### config.mk
export PLATFORM = sky130hd
export DESIGN_NAME = ashr_inv_solve_ctrl_flat
export DESIGN_NICKNAME = d
export VERILOG_FILES = /design/src/rtl/ashr_inv_solve_ctrl_pkg.sv /design/src/rtl/ashr_inv_solve_ctrl_if.sv /design/src/rtl/ashr_inv_solve_ctrl_skolem.sv /design/src/rtl/ashr_inv_solve_ctrl.sv /design/src/flat_wrapper.sv
export SDC_FILE = /design/constraint.sdc
export NUM_CORES = 1
export LEC_CHECK = 0
export ABC_AREA = 1
export BUFFER_PORTS_ARGS = -buffer_cell sky130_fd_sc_hd__buf_2
export CAP_MARGIN = 20
export CORE_ASPECT_RATIO = 0.8
export CORE_MARGIN = 2
export CORE_UTILIZATION = 45
export DETAILED_ROUTE_END_ITERATION = 6
export MAX_ROUTING_LAYER = met4
export PLACE_DENSITY_LB_ADDON = 0.12
export RECOVER_POWER = 50
export SYNTH_ARGS = -nofsm -noshare
export SYNTH_HDL_FRONTEND = slang
export SYNTH_SLANG_ARGS = --single-unit
### constraint.sdc
create_clock -name clk -period 1.7 [get_ports clk]
set_clock_uncertainty 0.15 [all_clocks]
set_input_delay 0.085 -clock clk [delete_from_list [all_inputs] [get_ports clk]]
set_output_delay 0.085 -clock clk [all_outputs]
set_load 0.02 [all_outputs]
### src/rtl/ashr_inv_solve_ctrl_pkg.sv
// Shared definitions for the arithmetic-shift invertibility controller:
// FSM states, datapath width and the 4-bit arithmetic-shift model.
package ashr_inv_pkg;

  localparam int unsigned W = 4;

  typedef enum logic [1:0] {IDLE, EVAL, CHECK, RESP} state_t;

  // Shift amounts of 4 or more leave only copies of the sign bit.
  function automatic logic [W-1:0] ashr4(input logic [W-1:0] x, input logic [W-1:0] s);
    logic signed [W-1:0] xs;
    logic [W-1:0]        r;
    xs = signed'(x);
    if (s[3:2] != 2'b00) begin
      r = {W{x[W-1]}};
    end else begin
      r = xs >>> s[1:0];
    end
    return r;
  endfunction

endpackage

### src/rtl/ashr_inv_solve_ctrl_if.sv
// Query/response bundle between the requesters, the consumer and the controller.
interface ashr_inv_solve_ctrl_if
  import ashr_inv_pkg::*;
#(
  parameter int unsigned NREQ = 4,
  parameter int unsigned IDW  = 2
);
  logic [NREQ-1:0]   req_valid;
  logic [W*NREQ-1:0] req_s;
  logic [W*NREQ-1:0] req_t;
  logic [NREQ-1:0]   req_ready;
  logic              resp_valid;
  logic              resp_ready;
  logic [IDW-1:0]    resp_id;
  logic [W-1:0]      resp_x;
  logic              resp_ok;

  modport master (
    output req_valid, req_s, req_t, resp_ready,
    input  req_ready, resp_valid, resp_id, resp_x, resp_ok
  );

  modport slave (
    input  req_valid, req_s, req_t, resp_ready,
    output req_ready, resp_valid, resp_id, resp_x, resp_ok
  );
endinterface

### src/rtl/ashr_inv_solve_ctrl_skolem.sv
// Combinational Skolem candidate for x >>a s == t; the controller verifies the
// candidate, so an unsolvable (s, t) may yield any x.
module skolem_ashr4
  import ashr_inv_pkg::*;
(
  input  logic [W-1:0] s,
  input  logic [W-1:0] t,
  output logic [W-1:0] x
);

  // For large shifts the result is pure sign fill, so x = t works exactly when
  // t is all-zeros or all-ones; otherwise shifting t back left is the only candidate.
  always_comb begin
    x = '0;
    if (s[3:2] != 2'b00) begin
      x = t;
    end else begin
      x = t << s[1:0];
    end
  end

endmodule

### src/rtl/ashr_inv_solve_ctrl.sv
// Round-robin sequencer sharing one Skolem instance among NREQ requesters,
// checking each candidate and keeping saturating solved/failed counts.
module ashr_inv_solve_ctrl
  import ashr_inv_pkg::*;
#(
  parameter int unsigned NREQ = 4,
  parameter int unsigned IDW  = 2,
  parameter int unsigned CW   = 8
) (
  input  logic                   clk,
  input  logic                   rst,
  ashr_inv_solve_ctrl_if.slave   bus,
  input  logic                   cnt_clr,
  output logic [CW-1:0]          cnt_ok,
  output logic [CW-1:0]          cnt_fail
);

  state_t         state, state_nxt;
  logic [IDW-1:0] rr_ptr, id_r, gnt_idx, cand;
  logic           found;
  logic [W-1:0]   s_r, t_r, x_r, x_sk, s_sel, t_sel;
  logic           ok_r;
  logic           hs;

  skolem_ashr4 u_skolem (
    .s (s_r),
    .t (t_r),
    .x (x_sk)
  );

  // First valid requester at or after rr_ptr, wrapping at NREQ-1.
  always_comb begin
    found   = 1'b0;
    gnt_idx = '0;
    cand    = '0;
    for (int unsigned i = 0; i < NREQ; i++) begin
      cand = IDW'((32'(rr_ptr) + i) % NREQ);
      if (!found && bus.req_valid[cand]) begin
        found   = 1'b1;
        gnt_idx = cand;
      end
    end
  end

  assign s_sel = bus.req_s[{gnt_idx, 2'b00} +: W];
  assign t_sel = bus.req_t[{gnt_idx, 2'b00} +: W];
  assign hs    = (state == RESP) && bus.resp_ready;

  always_comb begin
    state_nxt      = state;
    bus.req_ready  = '0;
    bus.resp_valid = 1'b0;
    unique case (state)
      IDLE: begin
        if (found) begin
          bus.req_ready[gnt_idx] = 1'b1;
          state_nxt              = EVAL;
        end
      end
      EVAL:  state_nxt = CHECK;
      CHECK: state_nxt = RESP;
      RESP: begin
        bus.resp_valid = 1'b1;
        if (bus.resp_ready) state_nxt = IDLE;
      end
      default: state_nxt = IDLE;
    endcase
  end

  always_ff @(posedge clk or posedge rst) begin
    if (rst) begin
      state  <= IDLE;
      rr_ptr <= '0;
      id_r   <= '0;
      s_r    <= '0;
      t_r    <= '0;
      x_r    <= '0;
      ok_r   <= 1'b0;
    end else begin
      state <= state_nxt;
      if (state == IDLE && found) begin
        s_r  <= s_sel;
        t_r  <= t_sel;
        id_r <= gnt_idx;
      end
      if (state == EVAL)  x_r  <= x_sk;
      if (state == CHECK) ok_r <= (ashr4(x_r, s_r) == t_r);
      if (hs) rr_ptr <= (id_r == IDW'(NREQ - 1)) ? '0 : id_r + IDW'(1);
    end
  end

  // Clear takes priority over an increment on the same edge.
  always_ff @(posedge clk or posedge rst) begin
    if (rst) begin
      cnt_ok   <= '0;
      cnt_fail <= '0;
    end else if (cnt_clr) begin
      cnt_ok   <= '0;
      cnt_fail <= '0;
    end else if (hs) begin
      if (ok_r) begin
        if (cnt_ok != '1) cnt_ok <= cnt_ok + 1'b1;
      end else begin
        if (cnt_fail != '1) cnt_fail <= cnt_fail + 1'b1;
      end
    end
  end

  assign bus.resp_id = id_r;
  assign bus.resp_x  = x_r;
  assign bus.resp_ok = ok_r;

endmodule

### src/flat_wrapper.sv
// flat-port wrapper written by rule: the top's interface ports become plain ports
module ashr_inv_solve_ctrl_flat import ashr_inv_pkg::*;
#(
  parameter int unsigned NREQ = 4,
  parameter int unsigned IDW  = 2,
  parameter int unsigned CW   = 8
)
  (clk, rst, cnt_clr, cnt_ok, cnt_fail, bus_req_valid, bus_req_s, bus_req_t, bus_resp_ready, bus_req_ready, bus_resp_valid, bus_resp_id, bus_resp_x, bus_resp_ok);
  ashr_inv_solve_ctrl_if #(.NREQ(NREQ), .IDW(IDW)) bus_i ();
  input  logic clk;
  input  logic rst;
  input  logic cnt_clr;
  output logic [CW-1:0] cnt_ok;
  output logic [CW-1:0] cnt_fail;
  input wire logic [$bits(bus_i.req_valid)-1:0] bus_req_valid;
  input wire logic [$bits(bus_i.req_s)-1:0] bus_req_s;
  input wire logic [$bits(bus_i.req_t)-1:0] bus_req_t;
  input wire logic [$bits(bus_i.resp_ready)-1:0] bus_resp_ready;
  output wire logic [$bits(bus_i.req_ready)-1:0] bus_req_ready;
  output wire logic [$bits(bus_i.resp_valid)-1:0] bus_resp_valid;
  output wire logic [$bits(bus_i.resp_id)-1:0] bus_resp_id;
  output wire logic [$bits(bus_i.resp_x)-1:0] bus_resp_x;
  output wire logic [$bits(bus_i.resp_ok)-1:0] bus_resp_ok;
  assign bus_i.req_valid = bus_req_valid;
  assign bus_i.req_s = bus_req_s;
  assign bus_i.req_t = bus_req_t;
  assign bus_i.resp_ready = bus_resp_ready;
  assign bus_req_ready = bus_i.req_ready;
  assign bus_resp_valid = bus_i.resp_valid;
  assign bus_resp_id = bus_i.resp_id;
  assign bus_resp_x = bus_i.resp_x;
  assign bus_resp_ok = bus_i.resp_ok;
  ashr_inv_solve_ctrl #(.NREQ(NREQ), .IDW(IDW), .CW(CW)) u_core (.clk(clk), .rst(rst), .bus(bus_i), .cnt_clr(cnt_clr), .cnt_ok(cnt_ok), .cnt_fail(cnt_fail));
endmodule
==> flow_metrics.tcl <==
set metrics [dict create \
    synth-edff-count 0 \
    core_area_sq_mm 0.00541 \
    drc_errors 0 \
    power_leakage_uw 0.00206 \
    yosysWarningCount 0 \
    hold_viol 0 \
    worst_path_dominant_cell_family "simple AND/OR/NAND/NOR gates" \
    die_w_microns 87.2 \
    final_area_sq_mm 0.00393 \
    insertedDiodeCount 0 \
    area_growth_pct 57.9 \
    internal_power_uw 3930 \
    pwr-share-comb_pct 74.3 \
    ys_seq_area_share_pct 35.2 \
    busiest_layer "met2" \
    critPathArrivalTime_ps 2020 \
    final.setup.worst_slack_ps -555 \
    cts_buffers 5 \
    setup_violations 21 \
    p_switching_uw 3500 \
    synth.net_count 417 \
    dieArea_sq_mm 0.00615 \
    p_clk_share_pct 7.9 \
    min_period_ps 2260 \
    r2r_cells 16 \
    sw_frac_of_total_pct 47.1 \
    power_density_mw_per_mm2 1890 \
    path_cells "buf_6 -> nand2_1 -> nand2_1 -> nand2_1 -> nand2_4 -> nor2_4 -> nand2_1 -> nand3_2 -> nor2_4 -> buf_4 -> nor3_4 -> buf_6" \
    dpl.hpwl_microns 4710 \
    syn_inst 370 \
    num_rows 24 \
    avgSynthCellArea_sq_um 6.73 \
    tns_ps -7180 \
    crit_type "reg2out" \
    slew_headroom_pct 40.1 \
    final_max_slew_viol_count 0 \
    cpPeakStageDelay_ps 490 \
    grtUsageTotal_pct 23.8 \
    status "complete, but fails checks" \
    netlist_area_sq_mm 0.00249 \
    io_pins 68 \
    drt_iter0_drc 93 \
    port_buffers 67 \
    ant_nets 0 \
    routed_via_density 4.96 \
    grt_use_met2_pct 37.2 \
    placed_area_sq_mm 0.00328 \
    synthArstFlopShare_pct 100 \
    startpoint_type "flip-flop" \
    grt_first_pass_wirelength_microns 11500 \
    cp_max_fo 7 \
    crit_required_ps 1460 \
    synth-main-ff-cell "dfrtp_1" \
    violations "setup timing" \
    period_share_pct 133 \
    synthDistinctLibCells 32 \
    htree_levels 2 \
    grt_max_degree 36 \
    antenna_found_initial 0 \
    tightest_slew_ps 899 \
    seqPwrFrac_pct 17.7 \
    worst-path-buf-inv 3 \
    drv_cap 0 \
    holdPathStages 4 \
    drive_above_1_share_pct 46.7 \
    crit_top_cell "nand2_1" \
    clk_latency_ps 290 \
    dr.pass1.iters 4 \
    wl_per_cell_microns 12.4 \
    clkTransAtPathRegs_ps 70 \
    pre_cts_ws_ps -317 \
    grtUsageMet3_pct 3.97 \
    synth_seq_cells 35 \
    overflow 0 \
    endpoint_kind "output port" \
    fillers 428 \
    vias 2799 \
    peakVddDrop_v 0.00146 \
    yosys.area.top_type_share_pct 35.2 \
    path_depth 12 \
    initial_utilization_pct 46.1 \
    wirelength_microns 7000 \
    die_y_microns 70.5 \
    globalplace.congestion 0.822 \
    max_freq_mhz 443 \
    cts_sinks 35 \
    grt_pass1_vias 2624 \
    synth_top_area_cell "dfrtp_1" \
    cts.path.max_buffers 2 \
    cts_tree "built" \
    root_buffer "clkbuf_8" \
    synth_area_leaders "dfrtp_1 (35%), nand2_1 (21%), nand3_1 (7.2%), inv_1 (5.3%), nand2_2 (4.0%)" \
    finalNetCount 545 \
    rsz0062_at_grt "true" \
    grt_use_met1_pct 32.6 \
    hold_path_class "in2reg" \
    crit_path_top_delay_cell "dfrtp_2" \
    finish.utilization_pct 72.7 \
]
[through the flow]
step	hold slack [ps]	instances	power [uW]
3_5_place_dp	64.5	532	5450
3_3_place_gp	56.1	532	5400
4_1_cts	20.4	562	7240
5_1_grt	52.7	564	8100
6_report	29.9	564	7430
2_1_floorplan	-2.25	370	4270
[cell usage after synthesis, drive strengths merged, types with 4 or more instances]
library cell and instances:
nand4 4, nand2 157, xor2 5, dfrtp 35, buf 6, nand3 38, a21oi 14, nor3 9
o21ai 21, ha 7, nor2 22, inv 39
[per-layer routing]
metal	part of all wire (%)	wire length, microns
met2	48	3350
met3	4.1	290
met5	0	0
met4	1.2	87
met1	47	3280
[cell families (layout without fill, tap and decap cells)]
group	Yosys count	after routing	synth area share [%]
flip-flops	35	35	35.2
adder cells (fa/ha/maj)	7	7	3.52
XOR/XNOR	6	6	2.11
buffers and inverters	47	175	8.34
AND/OR/NAND/NOR	232	233	41.2
AO/OA/AOI/OAI	43	43	9.70
[final cells by class]
type | instances | area [sq um] | share of cell area (%)
inverter | 39 | 151 | 3.85
multi-input combinational | 289 | 1770 | 45.1
tap | 65 | 81.3 | 2.07
timing repair buffer | 128 | 963 | 24.5
clock inverter | 1 | 5.00 | 0.127
sequential | 35 | 882 | 22.4
clock buffer | 7 | 76.3 | 1.94
[path summary, 6_finish.rpt]
| path | from | slack, ps | to |
|---|---|---|---|
| max | u_core.rr_ptr[0] | -560 | bus_req_ready[3] |
| max in group asynchronous | rst | 330 | u_core.rr_ptr[0] |
| min | bus_resp_ready | 30 | u_core.state[1] |
| min reg2reg | u_core.s_r[3] | 350 | u_core.s_r[3] |
| min in group asynchronous | rst | 460 | u_core.bus.resp_x[1] |
| max reg2reg | u_core.rr_ptr[0] | -490 | u_core.t_r[1] |
[power by group through the flow]
| stage | registers, uW | logic (uW) | clock network [uW] |
|---|---|---|---|
| 6_report | 1320 | 5520 | 590 |
| 5_1_grt | 1350 | 6120 | 638 |
| 4_1_cts | 1310 | 5330 | 605 |
| 3_5_place_dp | 1320 | 4130 | 0 |
| 3_3_place_gp | 1310 | 4090 | 0 |
| 2_1_floorplan | 1390 | 2880 | 0 |
[worst reg2reg max path: cells and delay by family, from the launching register on]
kind                   cells  cell delay [ps]
AND/OR/NAND/NOR           13              910
buffers and inverters      3              520
flip-flops                 1              490
[registers in the layout, indices dropped and copies added (netlist names), 2 cells and up]
name,flops
u_core.bus.resp_id,2
u_core.bus.resp_x,4
u_core.cnt_fail,8
u_core.cnt_ok,8
u_core.rr_ptr,2
u_core.s_r,4
u_core.state,2
u_core.t_r,4
[placed cells by master, fill, tap and decap left out, types with 6 or more instances in the layout]
| cell | n |
|---|---|
| a21oi_2 | 6 |
| nand3_1 | 25 |
| nand3_2 | 11 |
| nor2_4 | 7 |
| buf_4 | 37 |
| buf_6 | 16 |
| o21ai_1 | 8 |
| a21oi_1 | 8 |
| nand2_1 | 113 |
| nor2_1 | 10 |
| nand2_2 | 32 |
| buf_2 | 65 |
| dfrtp_1 | 30 |
| o21ai_0 | 9 |
| nand2_4 | 12 |
| inv_1 | 33 |
[repair_timing]
item / 4_1_cts / 5_1_grt
pin swaps: 25 / 18
hold buffers: 2 / 0
resized for setup: 62 / 44
cloned: 3 / 0
endpoints found under the setup margin: 24 / 33
buffers inserted: 18 / 4
hold endpoints to repair: 39 / 0
Note: power is estimated with default switching activity, not from simulation.
